[config.mk]
export PLATFORM = sky130hd
export DESIGN_NAME = fetch_queue
export DESIGN_NICKNAME = d
export VERILOG_FILES = /design/src/rtl/frontend_pkg.sv /design/src/rtl/fetch_lane_compact.sv /design/src/rtl/fetch_queue.sv
export SDC_FILE = /design/constraint.sdc
export NUM_CORES = 1
export LEC_CHECK = 0
export ABC_AREA = 1
export BUFFER_PORTS_ARGS = -buffer_cell sky130_fd_sc_hd__buf_2
export CORE_UTILIZATION = 38
export DETAILED_ROUTE_END_ITERATION = 10
export SLEW_MARGIN = 25
export SYNTH_ARGS = -nofsm -noshare
export SYNTH_HDL_FRONTEND = slang
export SYNTH_SLANG_ARGS = --single-unit
[constraint.sdc]
create_clock -name clk -period 6.65 [get_ports clk]
set_input_delay 0.665 -clock clk [delete_from_list [all_inputs] [get_ports clk]]
set_output_delay 0.665 -clock clk [all_outputs]
set_load 0.01 [all_outputs]
[src/rtl/frontend_pkg.sv]
// Shared frontend types: XLEN, the fetched {pc, instr} entry and default fetch width.
package frontend_pkg;
  localparam int XLEN        = 32;
  localparam int FETCH_WIDTH = 2;

  typedef struct packed {
    logic [XLEN-1:0] pc;
    logic [XLEN-1:0] instr;
  } fetch_entry_t;
endpackage

[src/rtl/fetch_lane_compact.sv]
// Packs the valid lanes of a fetch group into slots 0..n-1 (ascending lane order) and counts them.
module fetch_lane_compact
  import frontend_pkg::*;
#(
  parameter int FETCH_W = FETCH_WIDTH,
  parameter int NW      = $clog2(FETCH_W + 1)
) (
  input  logic         [FETCH_W-1:0] valid,
  input  fetch_entry_t [FETCH_W-1:0] lane,
  output fetch_entry_t [FETCH_W-1:0] cmp,
  output logic         [NW-1:0]      num
);

  logic [FETCH_W-1:0][NW-1:0] pre;
  logic [NW-1:0]              acc;

  always_comb begin
    pre = '0;
    acc = '0;
    cmp = '0;
    // pre[j] is the slot a valid lane j lands in: the number of valid lanes below it
    for (int j = 0; j < FETCH_W; j++) begin
      pre[j] = acc;
      acc    = acc + NW'(valid[j]);
    end
    num = acc;
    for (int k = 0; k < FETCH_W; k++)
      for (int j = 0; j < FETCH_W; j++)
        if (valid[j] && pre[j] == NW'(k)) cmp[k] = lane[j];
  end

endmodule

[src/rtl/fetch_queue.sv]
// In-order fetch->decode buffer: compacted multi-lane enqueue, thermometer dequeue, flush on redirect.
module fetch_queue
  import frontend_pkg::*;
#(
  parameter int FETCH_W = FETCH_WIDTH,
  parameter int DEC_W   = 2,
  parameter int DEPTH   = 8,
  parameter int XLEN    = frontend_pkg::XLEN
) (
  input  logic                              clk,
  input  logic                              reset,
  input  logic                              flush,
  input  logic [FETCH_W-1:0]                enq_valid,
  input  logic [FETCH_W-1:0][XLEN-1:0]      enq_pc,
  input  logic [FETCH_W-1:0][XLEN-1:0]      enq_instr,
  output logic                              enq_ready,
  output logic [DEC_W-1:0]                  deq_valid,
  output logic [DEC_W-1:0][XLEN-1:0]        deq_pc,
  output logic [DEC_W-1:0][XLEN-1:0]        deq_instr,
  input  logic [$clog2(DEC_W+1)-1:0]        deq_take,
  output logic [$clog2(DEPTH+1)-1:0]        count,
  output logic                              empty,
  output logic                              full
);

  localparam int PW = $clog2(DEPTH);
  localparam int CW = $clog2(DEPTH + 1);
  localparam int NW = $clog2(FETCH_W + 1);

  fetch_entry_t                mem [DEPTH];
  logic         [PW-1:0]       rd_ptr, wr_ptr;
  logic         [CW-1:0]       count_q, take_n, enq_add;
  fetch_entry_t [FETCH_W-1:0]  lane, cmp;
  logic         [NW-1:0]       enq_n;
  logic                        enq_fire;

  for (genvar i = 0; i < FETCH_W; i++) begin : g_lane
    assign lane[i].pc    = enq_pc[i];
    assign lane[i].instr = enq_instr[i];
  end

  fetch_lane_compact #(.FETCH_W(FETCH_W), .NW(NW)) u_compact (
    .valid (enq_valid),
    .lane  (lane),
    .cmp   (cmp),
    .num   (enq_n)
  );

  // Space check uses current occupancy only; a same-cycle dequeue never frees room
  assign enq_ready = (CW'(DEPTH) - count_q) >= CW'(FETCH_W);
  assign enq_fire  = enq_ready && (|enq_valid);
  assign enq_add   = enq_fire ? CW'(enq_n) : '0;
  assign take_n    = (CW'(deq_take) > count_q) ? count_q : CW'(deq_take);

  always_ff @(posedge clk or negedge reset) begin
    if (!reset) begin
      rd_ptr  <= '0;
      wr_ptr  <= '0;
      count_q <= '0;
    end else if (flush) begin
      rd_ptr  <= '0;
      wr_ptr  <= '0;
      count_q <= '0;
    end else begin
      rd_ptr  <= rd_ptr + PW'(take_n);
      wr_ptr  <= wr_ptr + PW'(enq_add);
      count_q <= count_q + enq_add - take_n;
    end
  end

  // Storage is left unreset; the pointers alone decide what is reachable
  always_ff @(posedge clk) begin
    if (enq_fire && !flush)
      for (int k = 0; k < FETCH_W; k++)
        if (NW'(k) < enq_n) mem[wr_ptr + PW'(k)] <= cmp[k];
  end

  for (genvar i = 0; i < DEC_W; i++) begin : g_deq
    fetch_entry_t ent;
    assign ent          = mem[rd_ptr + PW'(i)];
    assign deq_valid[i] = count_q > CW'(i);
    assign deq_pc[i]    = deq_valid[i] ? ent.pc    : '0;
    assign deq_instr[i] = deq_valid[i] ? ent.instr : '0;
  end

  assign count = count_q;
  assign empty = (count_q == '0);
  assign full  = (count_q == CW'(DEPTH));

endmodule

### Yosys cells after proc, flatten, opt, wreduce, memory -nomap -nowiden

Memory sizes are Yosys's and may differ from the RTL's.
Index checks and enable logic that the tools add are counted.

* bits in registers: 10
* memory bits (writable): 512
* bits of input ports: 135
* output and inout port bits: 137
* logic and storage cells: 45
* memories: 1

Memories
* mem: words 8, bits a word 64, read ports 2, clocked after memory_dff 0, wr ports 2, line fetch_queue.sv:30 `fetch_entry_t mem [DEPTH];`

* $add $sub $neg: 8
* order comparisons: 6
* equality and inequality tests: 1
* muxes and demuxes: 18
* reduce and logical (&&, ||, !) cells: 8

Operators with widths (count)
* $mux W64: 3
* $mux W32: 4
* $gt A4 B1 Y1 const B: 2
* $mux W4: 2
* $add A3 B1 Y3 const B: 2
* $mux W1: 6
* $mux W3: 2
* $add A4 B2 Y4: 1
* $eq A4 B4 Y1 const B: 1
* $ge A4 B2 Y1 const B: 1
* $gt A2 B4 Y1: 1
* $logic_and A1 B1 Y1: 4
* $logic_not A4 Y1: 1
* $lt A1 B2 Y1 const A: 2
* $sub A4 B4 Y4: 1
* $sub A4 B4 Y4 const A: 1
* $add A3 B2 Y3: 1
* $add A3 B3 Y3: 1
* $add A1 B1 Y2: 1
* $logic_not A2 Y1: 1
* $mux W2: 1
* $reduce_or A2 Y1: 1
* $logic_not A1 Y1: 1

### Depth between registers and ports, before layout

* word-level depth: 7
* mapped depth: 16
* mapped depth without buffers: 16

### Cells and area by module

Synthesis repeated with hierarchy kept, for this count alone.

* cells, all modules: 4923
* area total of the unflattened synthesis: 37288.3 um^2

By module, submodules not included
* fetch_queue: times used 1, cells each 4570, area each 35709.2 um^2, seq. area each 15625.0 um^2
* fetch_lane_compact: times used 1, cells each 353, area each 1579.0 um^2, seq. area each 0.0 um^2

### Worst setup path after synthesis

No wires, ideal clock.

* kind: register to register
* from: register count_q[0] (netlist: count[0])
* to: memory mem[0][0] (netlist bit) (enable)
* setup time: 0.574 ns
* data arrival time: 6.066 ns
* required time: 6.076 ns
* setup slack: 0.010 ns
* cell stages (with the launch flop): 11
* path buffers: 1
* clock period less this slack: 6.640 ns
* path through: dfrtp_1 inv_1 ha_1 inv_1 nand2_1 nand2_1 nor2_2 nand3_4 nand4_2 buf_2 o21ai_0

RTL lines
* start, declared: line fetch_queue.sv:32 `logic [CW-1:0] count_q, take_n, enq_add;`
* start signal, assigned: line fetch_queue.sv:67 `count_q <= count_q + enq_add - take_n;`
* end, declared: line fetch_queue.sv:30

==> flow_summary.ini <==
[run_status]
outcome = finished clean

[sta]
tns_ps = 0
slew_headroom = 0.220
fin_ws_ps = 1990
period_needed_ps = 4660
drv_slew = 0
timing.fmax_mhz = 215
worstMarginPinSlew_ps = 1170
period_share = 0.700
finClkSkew_ps = 30.7
rsz0062_at_grt = false
setup_viol = 0
hold_viol = 0

[finish]
finalNetCount = 4627
utilization = 0.418
fill_cells = 9337
drive_gt1_frac = 0.101
area_growth_pct = 8.59
multi_input_area_mm2 = 0.0177
final_cells = 5770
seqCellArea_mm2 = 0.0156

[logic_synthesis]
synth_top_area_cell = edfxtp_1
syn_inst = 4570
ys_ff_latch = 522
synth_edf_count = 512
netlist_top_cells_area = edfxtp_1 43%, o21bai_1 11%, o21ai_0 8.1%, nand3_1 7.3%, nor2_1 7.3%
ys_seq_area_frac = 0.433
yosysUniqueCellTypes = 29
ys_top_cells_by_count = 706 x nor2_1, 602 x nand2_1, 581 x o21ai_0
async_flop_share = 0.0192
synth_area_per_cell_um2 = 7.90
synth_top_area_share = 0.426
yosysWarnings = 0
synth_most_common_cell = nor2_1
syn_nets = 4729
syn-cell-area_mm2 = 0.0361
synth_ff_type = edfxtp_1

[floorplanning]
fp.dieW_um = 310
dieArea_mm2 = 0.0962
core-area_mm2 = 0.0937
fp.dieH_um = 310
initial_core_util = 0.385
rows = 112
io_pins = 272

[power]
powerDensity_mw_per_mm2 = 451
peakVddDrop_v = 0.000500
cellLeakagePower_uw = 0.0149

[worst_hold_path]
hold_path_depth = 2
hp-start = flush
hold_end = count[1]
holdCritPathClass = primary input to flop

[global_routing]
antenna_found_initial = 5
grt.met2_usage = 0.469
grtUsageTotal = 0.285
met1_usage = 0.371
grt.busiest_layer = met2
grt.met3_usage = 0.0460
grt_max_degree = 213
grt-ovfl-total = 0
grt_pass1_vias = 32800
grt_first_pass_wirelength_mm = 208

[detailed_routing]
num_vias = 34900
drt_iter0_drc = 4175
drt-wirelength-per-cell_um = 24.4
routed_wl_mm = 141
dr.pass1.iters = 6
drc_errors = 0
viasPerCell = 6.05
antenna_left = 0

[cts]
htree_levels = 2
clk_pin_slew_ps = 60
cts_buffer_depth = 3
cts_buffers = 60
cts-root-buf = clkbuf_16
clk_latency_ps = 650
cts_tree = done
post_cts.repair.setup_buffers = 0
cts_sinks = 522

[flow_run]
max-cap-violations = 0

[critical_path]
r2r-start = wr_ptr[0]
criticalPathCategory = flop to output pin
crit_path_end_kind = output pin
cp_max_fo = 81
r2r_setup_slack_ps = 2430
cp_data_arrival_time_ps = 3990
reg2reg_to = mem[3][3]
critPathLaunchType = flop
reg2regPathDepth = 8
worst_ep_required_time_ps = 5980

[place]
dp_slack_ps = 2200
gp_congestion = 0.834
dp.cells = 5659
dpl.hpwl_mm = 77.1
portBuffers = 271
-- cells by family (layout without fill, tap and decap cells) --
logic type / after synthesis / count (layout) / share of synthesized area
and+or+nand+nor: 1847 / 1847 / 0.212
other: 0 / 1 / 0
AOI/OAI and AO/OA: 1556 / 1556 / 0.263
DFF: 522 / 522 / 0.433
buffers and inverters: 616 / 561 / 0.0822
adders and majority gates: 24 / 24 / 0.00894
xor gates and xnor gates: 5 / 5 / 0.00121
-- where the power goes --
part	leakage, uW	switching (uW)	total, uW	internal [uW]
Combinational	0.00916	7610	10200	2610
Sequential	0.00484	192	4280	4090
Clock	0.000878	1430	3190	1760
Total	0.0149	9240	17700	8460
-- sequential cells by signal (all words and copies together) (netlist names) --
signal  flops
mem       512
count       4
rd_ptr      3
wr_ptr      3
-- worst max path at each step --
stage,start,to,slack (ps),cells past startpoint
2_1_floorplan,count[0],mem[0][0],10,10
3_3_place_gp,wr_ptr[0],mem[2][25],2110,7
3_5_place_dp,wr_ptr[0],mem[3][3],2200,8
4_1_cts,rd_ptr[1],deq_pc[57],2010,7
5_1_grt,rd_ptr[0],deq_instr[10],1840,7
6_report,rd_ptr[1],deq_pc[57],1990,7
-- what timing repair did --
item                      in CTS  in global routing
hold endpoints to repair      10                  0
resized for setup              0                  0
hold buffers                   1                  0
-- metrics by stage --
| step | total power, uW | hold WS, ps | cell area [um2] |
|---|---|---|---|
| after CTS | 17600 | 342 | 39200 |
| after detailed placement | 14400 | 586 | 37400 |
| final | 17700 | 367 | 39200 |
| after floorplan | 10500 | 369 | 36100 |
| after global routing | 18600 | 362 | 39200 |
| after global placement | 14300 | 586 | 37300 |
-- worst max-delay path, stage by stage, from the launching register on --
cell	delay, ps
dfrtp_4	650
ha_4	720
buf_4	870
o21ai_0	210
o211ai_1	280
nand2_1	70
nor2_1	260
buf_2	190
-- routing by layer --
| metal | up-vias | share of wire |
|---|---|---|
| met1 | 16900 | 0.40 |
| met3 | 323 | 0.091 |
| met5 | - | 0.00027 |
| li1 | 15800 | - |
| met4 | 6 | 0.038 |
| met2 | 1885 | 0.47 |
-- layout by cell type (no fill, tap or decap), types with 2 or more instances in the layout --
| master | count |
|---|---|
| buf_4 | 53 |
| ha_1 | 19 |
| xnor2_1 | 2 |
| o21ai_4 | 8 |
| edfxtp_1 | 512 |
| clkinv_1 | 21 |
| o21ai_0 | 573 |
| buf_2 | 271 |
| xor2_1 | 2 |
| clkinv_2 | 16 |
| buf_12 | 7 |
| fa_1 | 3 |
| buf_6 | 7 |
| a22oi_1 | 64 |
| clkbuf_16 | 60 |
| inv_1 | 99 |
| dfrtp_1 | 8 |
| o21ai_1 | 71 |
| clkinv_4 | 2 |
| a21oi_1 | 198 |
| nand2_1 | 597 |
| or2_2 | 2 |
| clkbuf_1 | 14 |
| o211ai_1 | 64 |
| nand3_4 | 6 |
| o21bai_1 | 513 |
| nor2_2 | 2 |
| nand2_4 | 4 |
| bufinv_16 | 3 |
| dfrtp_4 | 2 |
| nor2_1 | 706 |
| ha_4 | 2 |
| a31oi_1 | 63 |
| nand3_1 | 526 |
-- area by class of cell --
class,count,share of cell area
multi-input cells,3432,0.452
inverters,111,0.0114
well taps,1254,0.0400
flip-flops and latches,522,0.399
clock buffers,74,0.0396
diodes,1,0.0000638
repair buffers,341,0.0517
clock inverters,35,0.00610
Power figures use the tool's default switching activity.
